<file path="config.mk">
export PLATFORM = sky130hd
export DESIGN_NAME = ip4_rtl_spa_wb
export DESIGN_NICKNAME = d
export VERILOG_FILES = /design/src/rtl/ip4_rtl_spa_wb.sv
export SDC_FILE = /design/constraint.sdc
export NUM_CORES = 2
export LEC_CHECK = 0
export BUFFER_PORTS_ARGS = -buffer_cell sky130_fd_sc_hd__buf_2
export CORE_MARGIN = 3
export CORE_UTILIZATION = 47
export CTS_BUF_LIST = sky130_fd_sc_hd__clkbuf_4 sky130_fd_sc_hd__clkbuf_8
export CTS_CLUSTER_DIAMETER = 100
export CTS_CLUSTER_SIZE = 40
export DETAILED_ROUTE_END_ITERATION = 8
export GPL_ROUTABILITY_DRIVEN = 0
export PLACE_DENSITY = 0.74
export SYNTH_ARGS = -nofsm -noshare
export SYNTH_HDL_FRONTEND = slang
export SYNTH_SLANG_ARGS = --single-unit
export TNS_END_PERCENT = 5
</file>
<file path="constraint.sdc">
create_clock -name clk -period 65.7 [get_ports clk]
set_input_delay 9.855 -clock clk [delete_from_list [all_inputs] [get_ports clk]]
set_output_delay 9.855 -clock clk [all_outputs]
set_load 0.02 [all_outputs]
</file>
<file path="src/rtl/ip4_rtl_spa_wb.sv">
// SPA writeback queue: buffers execute results and drains them to the VRF,
// returning scoreboard releases and stalling issue before the queue overflows.
module ip4_rtl_spa_wb #(
  parameter int NUM_SP = 8,
  parameter int DATA_W = 32,
  parameter int WID_W  = 3,
  parameter int RID_W  = 8,
  parameter int DEPTH  = 8,
  parameter int SKID   = 3
) (
  input  logic                     clk,
  input  logic                     rst_n,
  input  logic                     res_vld,
  input  logic [WID_W-1:0]         res_wid,
  input  logic [RID_W-1:0]         res_rd,
  input  logic [NUM_SP-1:0]        res_mask,
  input  logic [NUM_SP*DATA_W-1:0] res_data,
  input  logic                     flush_vld,
  input  logic [WID_W-1:0]         flush_wid,
  output logic                     wb_vld,
  input  logic                     wb_rdy,
  output logic [WID_W-1:0]         wb_wid,
  output logic [RID_W-1:0]         wb_rd,
  output logic [NUM_SP-1:0]        wb_mask,
  output logic [NUM_SP*DATA_W-1:0] wb_data,
  output logic                     rel_vld,
  output logic [WID_W-1:0]         rel_wid,
  output logic [RID_W-1:0]         rel_rd,
  output logic                     stall,
  output logic                     ovf_err
);

  localparam int PW = $clog2(DEPTH);
  localparam int CW = PW + 1;
  localparam logic [CW-1:0] FULL = CW'(DEPTH);
  localparam logic [CW-1:0] THR  = CW'(DEPTH - SKID);

  logic                     kill_q [DEPTH];
  logic [WID_W-1:0]         wid_q  [DEPTH];
  logic [RID_W-1:0]         rd_q   [DEPTH];
  logic [NUM_SP-1:0]        mask_q [DEPTH];
  logic [NUM_SP*DATA_W-1:0] data_q [DEPTH];

  logic [PW-1:0] rd_ptr, wr_ptr;
  logic [CW-1:0] count, count_nxt;
  logic          hv, h_kill, h_null, h_write;
  logic          pop, push, ovf, rel_nxt;

  assign hv      = count != '0;
  assign h_kill  = kill_q[rd_ptr];
  assign h_null  = ~h_kill & (mask_q[rd_ptr] == '0);
  assign h_write = hv & ~h_kill & ~h_null;

  assign wb_vld  = h_write;
  assign wb_wid  = wid_q[rd_ptr];
  assign wb_rd   = rd_q[rd_ptr];
  assign wb_mask = mask_q[rd_ptr];
  assign wb_data = data_q[rd_ptr];

  // Null and killed heads retire on their own; writes wait for the VRF.
  assign pop     = hv & (~h_write | wb_rdy);
  assign push    = res_vld & ((count != FULL) | pop);
  assign ovf     = res_vld & ~push;
  assign rel_nxt = pop & ~h_kill;

  always_comb begin
    count_nxt = count;
    unique case ({push, pop})
      2'b10:   count_nxt = count + CW'(1);
      2'b01:   count_nxt = count - CW'(1);
      default: count_nxt = count;
    endcase
  end

  always_ff @(posedge clk) begin
    if (!rst_n) begin
      count   <= '0;
      rd_ptr  <= '0;
      wr_ptr  <= '0;
      rel_vld <= 1'b0;
      rel_wid <= '0;
      rel_rd  <= '0;
      stall   <= 1'b0;
      ovf_err <= 1'b0;
    end else begin
      count   <= count_nxt;
      rel_vld <= rel_nxt;
      stall   <= count_nxt >= THR;
      if (pop)
        rd_ptr <= rd_ptr + PW'(1);
      if (push)
        wr_ptr <= wr_ptr + PW'(1);
      if (rel_nxt) begin
        rel_wid <= wid_q[rd_ptr];
        rel_rd  <= rd_q[rd_ptr];
      end
      if (ovf)
        ovf_err <= 1'b1;
    end
  end

  // Incoming entry's own kill bit wins over the sweep for its slot.
  always_ff @(posedge clk) begin
    for (int i = 0; i < DEPTH; i++)
      if (flush_vld && wid_q[i] == flush_wid)
        kill_q[i] <= 1'b1;
    if (push) begin
      kill_q[wr_ptr] <= flush_vld && (res_wid == flush_wid);
      wid_q[wr_ptr]  <= res_wid;
      rd_q[wr_ptr]   <= res_rd;
      mask_q[wr_ptr] <= res_mask;
      data_q[wr_ptr] <= res_data;
    end
  end

endmodule

</file>
==> results.md <==
| Item | Reported |
| --- | --- |
| Clock transition at the register clock pins on the worst setup and hold paths after CTS | 220 ps |
| Total of cells resized after clock tree synthesis | 0 |
| Fin nets | 4218 |
| H-tree depth | 3 |
| Leakage power of the design | 28.06 nW |
| Ratio of cells with drive above 1 in the final layout | 0.3959 |
| Number of register bits inferred by synthesis | 2235 |
| Final period demand of the worst path | 16250 ps |
| GRT Residual Overflow | 0 |
| Worst path max stage delay | 980 ps |
| Run status | complete, no violations |
| Setup_tns | 0 ps |
| Post-synthesis instance area | 0.08411 mm² |
| Post-synth top area share | 0.7855 |
| Final Hold Vio Count | 0 |
| RSZ-0062 raised after global routing | no |
| Netlist cell types | 47 |
| Setup Slack @ Placement | 50100 ps |
| GRT Overall Usage | 0.1844 |
| Total power after layout | 2.987 mW |
| Initial core utilization | 0.4750 |
| Hold/Removal Path Class | flop to flop |
| Clk_skew | 80.39 ps |
| Critical Path, Cell by Cell | buf_12 -> buf_4 -> buf_4 -> buf_4 -> mux4_2 -> mux2_2 -> buf_2 |
| Post-CTS Hold Fix Bufs | 0 |
| First-pass GRT wire length | 253900 µm |
| Max Cap Viol | 0 |
| Buffers inserted during post-CTS setup optimization | 0 |
| Post-route worst setup slack | 49450 ps |
| Required time of the worst setup path | 55850 ps |
| Io pins | 573 |
| Top delay family on crit path | buffers and inverters |
| Cell mode on critical path | buf_4 |
| Setup Viol. Count Final | 0 |
| DRC violation total after the first TritonRoute iteration | 2909 |
| Startpoint type of the worst setup path | flop |
| Max frequency | 0.06155 GHz |
| Maximum fanout along the worst path | 112 |
| Post-synth EDFFs | 2200 |
| Antenna-violating nets left | 0 |
| Data arrival time of the critical path | 6390 ps |
| Post-Syn Instances | 3384 |
| DRT Wirelength | 171400 µm |
| Detailed-router iteration count before antenna repair | 5 |
| CTS tree | built |
| Sink count of the clock tree | 2235 |
| YS warnings | 0 |
| Max Transition Viols Final | 0 |
| CTS Root Cell | clkbuf_8 |
| Number of cell rows | 154 |
| Worst VDD drop | 0.00002692 V |
| Proportion of power drawn by the clock network | 0.171 |
| Switching power share of the total | 0.2897 |
| Core box area | 0.1771 mm² |
| Primary FF master, synth | edfxtp_1 |
| Number of buffers inserted during clock tree synthesis | 71 |
| Worst rel slew slack | 0.2423 |
| Most area-consuming cells after synthesis | edfxtp_1 (79%), mux4_2 (14%), mux2_2 (3.6%) |
| Antenna violations before repair | 71 |
| Number of non-filler instances in the completed layout | 6334 |
| Mean Syn Cell Area | 24.85 µm² |
| PD cells | 32.69 mW/mm² |
| Switching power total | 865.6 µW |
| Die area | 0.1841 mm² |
| Detailed-route wire length per cell | 27.06 µm |
| Number of instances in the placed design | 6197 |
| Final routed DRC violation total | 0 |
| Total nets after synthesis | 3672 |
| Die Ht | 429.0 µm |
| Most frequently used cell type in the post-synthesis netlist | edfxtp_1 |
| Via density per instance | 5.780 |
| Share of power burned in registers | 0.555 |
| Cell type with the highest aggregate area in the netlist | edfxtp_1 |
| Synthesis-to-layout area growth | 8.672% |
| Horizontal extent of the die | 429.0 µm |
| Placed wire-length estimate | 99750 µm |
| Clock latency of the later-clocked register in the worst-skew pair | 880 ps |
| Vias after detailed routing | 36.61k |
| # port buffers | 572 |
| Portion of total power attributed to combinational logic | 0.274 |
| Share of async-settable or async-resettable flops after synthesis | 0 |
| Top cell types by occurrence after synthesis | edfxtp_1 (2200), mux4_2 (537), mux2_2 (272) |
| Max Root-Sink Buffers | 3 |
| Slew of the pin with the lowest slew margin | 1137 ps |
| Portion of the post-synthesis area used by sequential elements | 0.7938 |
| Maximum number of pins on one net before global-route repair | 144 |
| Vias in the first global route | 37.55k |
| Worst setup EP type | output port |
| Fin crit share | 0.2473 |
| Worst Setup Path Type | flop to output port |
| Critical-path cell with the highest stage delay | dfxtp_4 |
| Buffering stage count on the worst path with inverters included | 5 |
| Internal power consumption | 2.122 mW |
[path summary, 6_finish.rpt]
path,from,slack (ps),end,cells after the start
hold / removal,ovf_err,510,ovf_err,2
setup / recovery,flop,49450,wb_data[244],7
setup reg to reg,flop,58810,data_q[3][232],11
hold reg to reg,ovf_err,510,ovf_err,2
[layer usage]
| layer | GRT usage | up-vias | wire [µm] |
|---|---|---|---|
| met5 | 0 | - | 176 |
| met2 | 0.3224 | 1048 | 90590 |
| met3 | 0.03323 | 243 | 9145 |
| met4 | 0.05418 | 26 | 5466 |
| met1 | 0.2369 | 19870 | 66030 |
| li1 | - | 15430 | - |
[placed cells by master (no fill, tap or decap), types with 13 or more instances in the layout]
| master | instances |
|---|---|
| dfxtp_1 | 32 |
| buf_2 | 572 |
| mux2i_1 | 25 |
| xnor2_1 | 21 |
| edfxtp_1 | 2200 |
| clkbuf_8 | 75 |
| xor2_1 | 13 |
| nor2_1 | 30 |
| mux4_2 | 537 |
| mux2_2 | 272 |
| diode_2 | 33 |
| buf_4 | 57 |
[metrics by stage]
step | hold slack (ps) | utilization | area (µm²)
6_report | 514.2 | 0.5162 | 91400
5_1_grt | 540.3 | 0.5160 | 91370
4_1_cts | 516.5 | 0.5157 | 91320
3_5_place_dp | 468.3 | 0.5076 | 89890
3_3_place_gp | 468.6 | 0.5076 | 89890
2_1_floorplan | 462.4 | - | 84110
[layout make-up]
class                           instances  area, µm²
Fill cell                           13310      85680
Sequential cell                      2235      66780
Multi-Input combinational cell        979      16710
Timing Repair Buffer                  637       3451
Tap cell                             2340       2928
Clock buffer                           85       1107
Clock inverter                         19      320.3
Antenna cell                           33      82.58
Inverter                                6      22.52
[registers in the layout (all words and copies together) (netlist names), named ones only]
register / cells
ovf_err: 1
wid_q: 24
wr_ptr: 3
mask_q: 64
count: 4
rel_wid: 3
rel_rd: 8
data_q: 2048
rel_vld: 1
stall: 1
rd_q: 64
kill_q: 8
rd_ptr: 3
[power by group through the flow]
stage / registers [mW] / clock network [mW] / logic, mW
floorplan: 1.70 / 0 / 0.582
global placement: 1.69 / 0 / 0.824
detailed placement: 1.69 / 0 / 0.833
CTS: 1.66 / 0.531 / 0.836
global route: 1.66 / 0.577 / 0.870
finish: 1.66 / 0.512 / 0.818
[worst min-delay path, cell delays in order, from the launching register on]
cell     delay, ps
dfxtp_1        380
nor2_1          50
nor2_1          70
[kinds of logic after synthesis]
group / count (synthesis) / share of synthesized area
simple gates: 68 / 0.004389
fa+ha+maj: 5 / 0.0008331
mux: 846 / 0.1868
compound gates: 26 / 0.002470
xor+xnor: 34 / 0.003541
flops: 2235 / 0.7938
buf+inv: 170 / 0.008167
(Power assumes the default switching activity.)
